[config.mk]
export PLATFORM = sky130hd
export DESIGN_NAME = l_transform_flat
export DESIGN_NICKNAME = d
export VERILOG_FILES = /design/src/rtl/grass_pkg.sv /design/src/rtl/l_transform_if.sv /design/src/rtl/l_transform_r_step.sv /design/src/rtl/l_transform.sv /design/src/flat_wrapper.sv
export SDC_FILE = /design/constraint.sdc
export NUM_CORES = 1
export LEC_CHECK = 0
export CORE_UTILIZATION = 55
export DETAILED_ROUTE_END_ITERATION = 16
export PLACE_DENSITY = 0.89
export SLEW_MARGIN = 30
export SYNTH_ARGS = -nofsm -noshare
export SYNTH_HDL_FRONTEND = slang
export SYNTH_HIERARCHICAL = 1
export SYNTH_SLANG_ARGS = --single-unit
export TNS_END_PERCENT = 5
[constraint.sdc]
create_clock -name clk -period 11.9 [get_ports clk]
set_clock_uncertainty 0.1 [all_clocks]
set_input_delay 2.975 -clock clk [delete_from_list [all_inputs] [get_ports clk]]
set_output_delay 2.975 -clock clk [all_outputs]
set_load 0.005 [all_outputs]
[src/rtl/grass_pkg.sv]
// Shared constants and GF(2^8) arithmetic for the Kuznyechik linear layer.
package grass_pkg;

   localparam int BLOCK_W = 128;
   localparam logic [7:0] GF_POLY = 8'hC3;
   localparam logic [4:0] R_STEPS_TOTAL = 5'd16;

   // L_COEF[0] multiplies byte a15, L_COEF[15] multiplies byte a0.
   localparam logic [7:0] L_COEF [0:15] = '{
      8'd148, 8'd32, 8'd133, 8'd16, 8'd194, 8'd192, 8'd1, 8'd251,
      8'd1, 8'd192, 8'd194, 8'd16, 8'd133, 8'd32, 8'd148, 8'd1
   };

   typedef enum logic [1:0] {
      ST_IDLE,
      ST_BUSY,
      ST_DONE
   } l_state_e;

   function automatic logic [7:0] gf_mul(input logic [7:0] a, input logic [7:0] b);
      logic [7:0] acc;
      logic [7:0] x;
      acc = '0;
      x   = a;
      for (int i = 0; i < 8; i++) begin
         if (b[i]) acc = acc ^ x;
         x = {x[6:0], 1'b0} ^ (x[7] ? GF_POLY : 8'h00);
      end
      return acc;
   endfunction

endpackage

[src/rtl/l_transform_if.sv]
// Valid/ready input and output channels of the L-transform block.
interface l_transform_if;
   import grass_pkg::*;

   logic               valid_i;
   logic               ready_o;
   logic [BLOCK_W-1:0] data_i;
   logic               valid_o;
   logic               ready_i;
   logic [BLOCK_W-1:0] data_o;

   modport slave (
      input  valid_i, data_i, ready_i,
      output ready_o, valid_o, data_o
   );

   modport master (
      output valid_i, data_i, ready_i,
      input  ready_o, valid_o, data_o
   );

endinterface

[src/rtl/l_transform_r_step.sv]
// One combinational R-step: compute the linear byte l and shift it in at the top.
module r_step
   import grass_pkg::*;
(
   input  logic [BLOCK_W-1:0] data_i,
   output logic [BLOCK_W-1:0] data_o
);

   logic [7:0] l;

   always_comb begin
      l = '0;
      // NOTE: blocking assignments inside always_comb build a combinational chain; never use them in always_ff.
      for (int i = 0; i < 16; i++) begin
         l = l ^ gf_mul(L_COEF[15-i], data_i[8*i +: 8]);
      end
   end

   assign data_o = {l, data_i[BLOCK_W-1:8]};

endmodule

[src/rtl/l_transform.sv]
// Iterative L = R^16 with ROUNDS_PER_CYCLE chained R-steps per clock and valid/ready handshakes.
module l_transform
   import grass_pkg::*;
#(
   parameter int ROUNDS_PER_CYCLE = 1
) (
   input  logic        clk,
   input  logic        rst,
   l_transform_if.slave bus
);

   if (!(ROUNDS_PER_CYCLE == 1 || ROUNDS_PER_CYCLE == 2 || ROUNDS_PER_CYCLE == 4 ||
         ROUNDS_PER_CYCLE == 8 || ROUNDS_PER_CYCLE == 16)) begin : g_bad_rpc
      $error("l_transform: ROUNDS_PER_CYCLE must be 1, 2, 4, 8 or 16");
   end

   localparam logic [4:0] STEP = 5'(ROUNDS_PER_CYCLE);

   l_state_e           state_q, state_d;
   logic [4:0]         cnt_q, cnt_d;
   logic [BLOCK_W-1:0] work_q, work_d;
   logic [BLOCK_W-1:0] chain [ROUNDS_PER_CYCLE+1];

   assign chain[0] = work_q;

   for (genvar i = 0; i < ROUNDS_PER_CYCLE; i++) begin : g_step
      r_step u_r_step (
         .data_i (chain[i]),
         .data_o (chain[i+1])
      );
   end

   // NOTE: state registers use non-blocking assignments so every flop samples pre-edge values.
   always_ff @(posedge clk or posedge rst) begin
      if (rst) begin
         state_q <= ST_IDLE;
         cnt_q   <= '0;
         work_q  <= '0;
      end else begin
         state_q <= state_d;
         cnt_q   <= cnt_d;
         work_q  <= work_d;
      end
   end

   always_comb begin
      // NOTE: defaults first so every path assigns every signal and no latch is inferred.
      state_d = state_q;
      cnt_d   = cnt_q;
      work_d  = work_q;
      unique case (state_q)
         ST_IDLE: begin
            if (bus.valid_i) begin
               work_d  = bus.data_i;
               cnt_d   = '0;
               state_d = ST_BUSY;
            end
         end
         ST_BUSY: begin
            work_d = chain[ROUNDS_PER_CYCLE];
            cnt_d  = cnt_q + STEP;
            if (cnt_d == R_STEPS_TOTAL) state_d = ST_DONE;
         end
         ST_DONE: begin
            if (bus.ready_i) begin
               if (bus.valid_i) begin
                  work_d  = bus.data_i;
                  cnt_d   = '0;
                  state_d = ST_BUSY;
               end else begin
                  state_d = ST_IDLE;
               end
            end
         end
         default: state_d = ST_IDLE;
      endcase
   end

   // Handshake outputs depend only on state and ready_i, never on valid_i.
   assign bus.ready_o = (state_q == ST_IDLE) || ((state_q == ST_DONE) && bus.ready_i);
   assign bus.valid_o = (state_q == ST_DONE);
   assign bus.data_o  = work_q;

endmodule

[src/flat_wrapper.sv]
// flat-port wrapper written by rule: the top's interface ports become plain ports
module l_transform_flat import grass_pkg::*;
#(
   parameter int ROUNDS_PER_CYCLE = 1
)
  (clk, rst, bus_valid_i, bus_data_i, bus_ready_i, bus_ready_o, bus_valid_o, bus_data_o);
  l_transform_if bus_i ();
  input  logic clk;
  input  logic rst;
  input wire logic [$bits(bus_i.valid_i)-1:0] bus_valid_i;
  input wire logic [$bits(bus_i.data_i)-1:0] bus_data_i;
  input wire logic [$bits(bus_i.ready_i)-1:0] bus_ready_i;
  output wire logic [$bits(bus_i.ready_o)-1:0] bus_ready_o;
  output wire logic [$bits(bus_i.valid_o)-1:0] bus_valid_o;
  output wire logic [$bits(bus_i.data_o)-1:0] bus_data_o;
  assign bus_i.valid_i = bus_valid_i;
  assign bus_i.data_i = bus_data_i;
  assign bus_i.ready_i = bus_ready_i;
  assign bus_ready_o = bus_i.ready_o;
  assign bus_valid_o = bus_i.valid_o;
  assign bus_data_o = bus_i.data_o;
  l_transform #(.ROUNDS_PER_CYCLE(ROUNDS_PER_CYCLE)) u_core (.clk(clk), .rst(rst), .bus(bus_i));
endmodule
==> results of run 1 <==
-- worst max path at each step --
stage / start / endpoint / slack [ps] / cells past startpoint
2_1_floorplan: rst / u_core/bus.data_o[0] / 5210 / 1
3_3_place_gp: bus_ready_i / bus_ready_o / 4630 / 4
3_5_place_dp: bus_ready_i / bus_ready_o / 4580 / 4
4_1_cts: bus_ready_i / bus_ready_o / 4580 / 4
5_1_grt: bus_ready_i / bus_ready_o / 4550 / 4
6_report: bus_ready_i / bus_ready_o / 4590 / 4
-- cells by family (layout without fill, tap and decap cells) --
logic type	after synthesis	count (layout)
AO/OA/AOI/OAI	12	12
XOR/XNOR	166	166
adder cells (fa/ha/maj)	1	1
buffers and inverters	279	299
flip-flops	135	135
multiplexers	256	256
AND/OR/NAND/NOR	15	15
-- sequential cells by signal, indices dropped and copies added, names as in the netlist --
name,flops
u_core/cnt_q,5
u_core/bus.data_o,128
u_core/state_q,2
-- layout make-up --
type	instances	area share
Tap cell	234	0.0246
Inverter	2	0.00105
Multi-Input combinational cell	450	0.419
Clock buffer	19	0.0380
Timing Repair Buffer	266	0.223
Clock inverter	12	0.0106
Sequential cell	135	0.283
-- layer usage --
layer  routed length, um  vias up  GRT usage
met3                1380       21     0.0609
met5                   0        -          0
li1                    -     2710          -
met2               12000      194      0.429
met1               11300     2968      0.347
met4                 357        0     0.0688
-- placed cells by master (no fill, tap or decap), types with 3 or more instances in the layout --
cell type	n
clkdlybuf4s50_1	261
mux2_2	135
dfrtp_1	135
mux2_1	121
xnor2_1	102
xor2_1	30
xnor3_1	26
clkbuf_16	17
clkinv_2	5
xor3_1	4
inv_6	3
nand2b_1	3
nand3_1	3
a22o_1	3
a21oi_1	3
buf_4	3
-- through the flow --
stage	std cells	setup WS, ps	hold WS (ps)
floorplan	864	5210	399
global placement	1087	4630	428
detailed placement	1087	4580	456
CTS	1118	4580	465
global route	1118	4550	481
finish	1118	4590	466
==> impl.org, run 1 <==
** Yosys
- Count leader, synth :: buf_4
- Of the total synthesized cell area, the portion taken by AND, OR, NAND and NOR gates is 0.00801.
- Flop and latch count out of synthesis :: 135
- Counting every net in the synthesized netlist gives 997.
- By area, the combinational part of the netlist is dominated by multiplexers.
- Asr flop ratio synth :: 1.00
- Summed over all instances, the cell type with the most area after synthesis is dfrtp_1.
- Adder and majority cell fraction of the synthesized area :: 0.00119
- Multiplexer area fraction after synthesis :: 0.275
- Among all flip-flop cells after synthesis, the most frequent one is dfrtp_1.
- The area fraction in compound gates after synthesis came to 0.00836.
- Largest cells by area after synthesis :: dfrtp_1 32%, buf_4 18%, mux2_2 15%
- Commonest cells in the synthesized netlist :: 251 x buf_4, 135 x dfrtp_1, 135 x mux2_2, 121 x mux2_1, 102 x xnor2_1
- Counting flops with a built-in enable in the synthesized netlist gives 0.
- Total number of yosys warnings :: 6
- In this run, distinct cell masters in the synthesized netlist total 28.
- The share of the Yosys chip area taken by registers is 0.323.
- Synthesis produced a netlist whose cell count is 864.
- Share of Yosys cell area claimed by the top area cell type :: 0.323
- Of the total synthesized cell area, the portion taken by XOR and XNOR cells is 0.183.
- A synthesized cell averages roughly 12 um2.
- Mapped Area :: roughly 10000 um2

** Die
- Initial Utilization :: 0.560
- Count of boundary I/O pins :: 262
- In this run the core area contains 50 standard-cell rows.
- The core region is 18700 um2.
- The die is between 100 and 150 um wide.
- The die is 140 um tall.
- The die covers 19600 um2.

** Routing
- Routed Antenna Nets :: 0
- DRT iter0 DRCs :: approximately 170
- Via-per-instance ratio :: 5.27
- Final wirelength :: 25000 um
- Per-cell routed wire length :: 22.4 um
- The final route contains around 5900 vias.
- The pre-antenna-repair detailed-routing pass consisted of 4 iterations.
- For this run, design rule violations remaining after detail routing come to 0.

** Final layout
- Summing all flip-flop and latch instances after layout gives 3380 um2.
- Antenna cell count :: 0
- Layout net count :: 1005
- Post-layout util :: 0.637
- Design area :: roughly 12000 um2
- The area growth from synthesis to layout is 13.8%.
- In the final layout, the multi-input gates occupy 5000 um2.
- Layout cells sized above 1 :: 0.201
- Counting the fill cells in the layout gives 1481.

** Flow run
- Max-cap check violation count :: 0

** Worst setup path
- The most numerous cell type found on the critical path is clkdlybuf4s50_1.
- Critical Path Source Type :: input port
- Launch point of the worst reg-to-reg path :: u_core/state_q[1]
- Cell chain of the critical path :: clkdlybuf4s50_1 -> nand2b_1 -> and2_1 -> clkdlybuf4s50_1
- Critical Path Slowest Stage Cell :: clkdlybuf4s50_1
- Kind of end point of the critical path :: primary output
- Data required, critical path :: 8830 ps
- For the worst setup path, the data arrival time is 4240 ps.
- In this design, the stage delay of the slowest critical-path cell is 510 ps.
- Broken down by cell family, the worst path's largest delay share belongs to buffers and inverters.
- The number of buffers and inverters on the critical path is 2.
- Reg2reg path depth :: 5
- Reg-to-Reg End :: u_core/bus.data_o[23]
- Register-to-Register Setup Slack :: 8760 ps
- By startpoint and endpoint, the worst setup path is classified as in2out.
- Along the worst path, the maximum fanout reaches 3.

** Clock tree
- Quantity of gates resized following cts :: 0
- Worst-path clk slew :: 60 ps
- CTS built an H-tree with a depth of 4.
- In this run the clock root is driven by a clkbuf_16.
- Hold repair after CTS inserted 0 buffers.
- In this run the deepest clock path goes through 2 buffers.
- Buffers inserted during clock tree synthesis total 17.
- Sinks on Clock Net :: 135
- TritonCTS built the clock tree.
- Clock latency reported for the late side of the worst-skew pair :: 410 ps
- Once the clock tree was built, the setup fixing pass inserted 0 buffers.

** Placement
- Port Buf Inserts :: 261
- Routability-driven placement finished with a final weighted congestion of 0.898.
- Once placement finished, the instance area stood at approximately 11000 um2.
- Detail Placement HPWL :: 19000 um

** Hold path
- The path class of the tightest hold or removal check is reg2reg.
- The startpoint identified for the worst hold timing path is u_core/cnt_q[0].
- Along the worst hold path, the cell count comes to 1.
- The path with the worst hold slack has its endpoint at u_core/cnt_q[0].

** Global routing
- Global routing finished with a remaining overflow of 0.
- Via count of the first global-routing pass :: 6147
- Antenna violations before repair :: 0
- Pin count of the biggest net entering global routing :: 75
- Global-route wire length before repair :: 37700 um
- In the global route stage, overall resource usage came out at 0.261.

** Timing
- For this run, the top clock speed supported by timing is 137 MHz.
- Shortest period the worst path allows :: 7310 ps
- Transition time at the pin with the least slew margin :: 956 ps
- Setup repair after global routing left no endpoint under its margin.
- The final hold violation count was 0.
- Final Slew Violations :: 0
- Setup total negative slack on the finished layout was measured at 0 ps.
- Setup violations remaining at the end of the flow were counted as 0.
- Worst slew slack as a fraction of its limit :: 0.363
- Dividing the final minimum period by the clock period gives 0.614.

** Status
- The flow ran to the end, and the final reports show no timing, DRC or antenna violations.
Power of run 1 is left out: the tool's default activity adds up to more than one toggle a clock period on the data nets, which glitch-free logic cannot reach.
==> run 2, diff against run 1 <==
- CORE_UTILIZATION: 55 -> 51
- PLACE_DENSITY: 0.89 -> 0.83
- clock period: 11.9 -> 7.2 ns (I/O delays scaled with it)
==> impl.org, run 2 (synthesized netlist as in run 1, its figures left out) <==
** Final layout
- Layout net count :: 1004 (-0.10%)
- Relative to the synthesized area, the layout overhead comes to 14.1%.
- Commonest non-fill, non-tap cells in the layout :: 261 x clkdlybuf4s50_1, 135 x mux2_2, 135 x dfrtp_1, 121 x mux2_1, 102 x xnor2_1
- The multi-input gate area in the final layout was 5000 um2 (unchanged).
- Leaving out fill and tap cells, the most frequent cell in the layout is clkdlybuf4s50_1.
- Count of fill cells added during filler insertion :: 1705 (+15%)
- Sequential cell area :: 3380 um2 (unchanged)
- Max FFs per register :: 128 (unchanged)
- Layout cells sized above 1 :: 0.201 (unchanged)

** Routing
- The DRC marker count from the first detailed-route iteration was 286 (+72%).
- The wire length per cell after detailed routing was 22.1 um (-1.3%).
- The via count normalized by instance count came to 5.09 (-3.4%).
- The number of vias in the routed layout was 5878 (-0.25%).
- The count of TritonRoute iterations in the first routing pass is 4 (unchanged).
- The total wire length was 25500 um (+1.9%).
- The count of nets left with antenna violations after detail routing was 0 (unchanged).
- The post-detailed-route DRC marker count came to 0 (unchanged).

** Hold path
- Type of the tightest min-delay check :: reg2reg
- The worst hold path stage count came to 1 (unchanged).
- The path with the worst hold slack has its endpoint at u_core/cnt_q[0].
- The startpoint identified for the worst hold timing path is u_core/cnt_q[0].

** Placement
- The final estimated routing congestion in global placement was 0.924 (+2.9%).
- The detailed placer's ending HPWL came to 19100 um (+0.52%).
- The count of buffers from port buffering is 261 (unchanged).

** Die
- The initial standard-cell utilization of the core is 0.519 (-0.0406).
- The core area is 20200 um2 (+7.8%).
- Height of the die :: 145 um (+3.8%)
- The die extent in x was 145 um (+3.8%).
- Full die area :: 21100 um2 (+7.7%)
- Cell Rows :: 52 (+4.0%)
- Count of boundary I/O pins :: 262 (unchanged)

** Clock tree
- The H-tree depth came to 4 (unchanged).
- Number of setup buffers added after CTS :: 0 (unchanged)
- Clock tree synthesis selected as its root buffer the cell clkbuf_16.
- The clock slew at the register clock pins of the worst setup and hold paths is 60 ps (about the same).
- The number of hold-repair buffers added at the cts stage came to 0 (unchanged).
- The post-cts resize count came to 0 (unchanged).
- Sinks on Clock Net :: 135 (unchanged)
- The buffer levels on the longest clock path was 2 (unchanged).
- Clock latency reported for the late side of the worst-skew pair :: 420 ps (about the same)
- The number of buffers created by CTS came to 17 (unchanged).
- TritonCTS built the clock tree.

** Worst setup path
- Reg-to-Reg End :: u_core/bus.data_o[127]
- Critical Path Source Type :: input port
- Launch point of the worst reg-to-reg path :: u_core/bus.data_o[64]
- The worst setup path is captured at a primary output.
- The maximum fanout count along the critical path came to 3 (unchanged).
- The internal reg-to-reg setup slack came to 4070 ps (-4690 ps).
- The critical path in this run is classified as in2out.
- Data required, critical path :: 5300 ps (-3530 ps)
- Reg2reg path depth :: 7 (+2)
- The endpoint arrival time on the critical path was 3090 ps (-1150 ps).

** Timing
- The slew at the pin with the worst max-slew slack is 857 ps (-98.9 ps).
- Setup violation total in the final timing report :: 0 (unchanged)
- The worst-case headroom to the max-slew limit is 0.429 (+0.0659).
- Based on the critical path, the design can be clocked at up to 200 MHz.
- Unrepaired setup endpoints after global routing :: no
- The setup total negative slack was 0 ps (unchanged).
- The clock period could shrink to 4990 ps.
- The final hold violation count is 0 (unchanged).
- Period Utilization, post-route :: 0.693
- The number of pins with negative max-slew slack in the final report was 0 (unchanged).

** Status
- The run finished with clean final reports.

** Global routing
- The remaining global-route overflow came to 0 (unchanged).
- The largest net degree at the start of global routing was 131 (+75%).
- The overall fraction of global-route tracks in use came to 0.251 (-0.0108).
- The via count of the first global-routing pass is 6300 (+2.5%).
- Global-route wire length before repair :: 39000 um (+3.3%)
- Antenna violations before repair :: 2 (+2)

** Flow run
- The number of max-cap violations was 0 (unchanged).
[run 2: cell types whose count changed in the layout (fill, tap and decap cells not counted), sizes merged]
cell / change
buf: -1
bufinv: -1
clkbuf: -2
clkinv: +5
clkinvlp: -1
diode: +1
[run 2: worst max-delay path, cell delays in order]
cell             delay (ps)
clkdlybuf4s50_1         480
nand2b_1                160
and2_1                  150
clkdlybuf4s50_1         510
[run 2: layer usage]
layer	vias to the layer above	part of all wire	global-route usage
li1	2705	-	-
met1	2927	0.43	0.330
met5	-	0	0
met2	220	0.48	0.403
met4	0	0.020	0.0726
met3	26	0.076	0.0695
[run 2: final cells by class]
| type | count | share of cell area |
|---|---|---|
| clock inverter | 15 | 0.0108 |
| clock buffer | 17 | 0.0356 |
| inverter | 2 | 0.00105 |
| multi-input combinational | 450 | 0.419 |
| timing repair buffer | 265 | 0.223 |
| tap | 270 | 0.0283 |
| sequential | 135 | 0.283 |
| antenna | 1 | 0.000210 |
[run 2: worst max-delay path by stage]
stage                            from              endpoint  slack (ps)
after CTS                 bus_ready_i           bus_ready_o        2210
after detailed placement  bus_ready_i           bus_ready_o        2210
after global routing      bus_ready_i           bus_ready_o        2140
after global placement    bus_ready_i           bus_ready_o        2280
after floorplan                   rst  u_core/bus.data_o[0]        1690
final                     bus_ready_i           bus_ready_o        2210
[run 2: per-stage QoR]
| stage | setup WS (ps) | std cells | hold slack [ps] | util | instance area (um2) |
|---|---|---|---|---|---|
| 3_3_place_gp | 2280 | 1122 | 416 | 0.564 | 11400 |
| 3_5_place_dp | 2210 | 1122 | 436 | 0.565 | 11400 |
| 5_1_grt | 2140 | 1155 | 475 | 0.592 | 11900 |
| 6_report | 2210 | 1155 | 448 | 0.592 | 11900 |
| 4_1_cts | 2210 | 1154 | 445 | 0.592 | 11900 |
| 2_1_floorplan | 1690 | 864 | 399 | - | 10500 |
Power of run 2 is left out for the same reason.
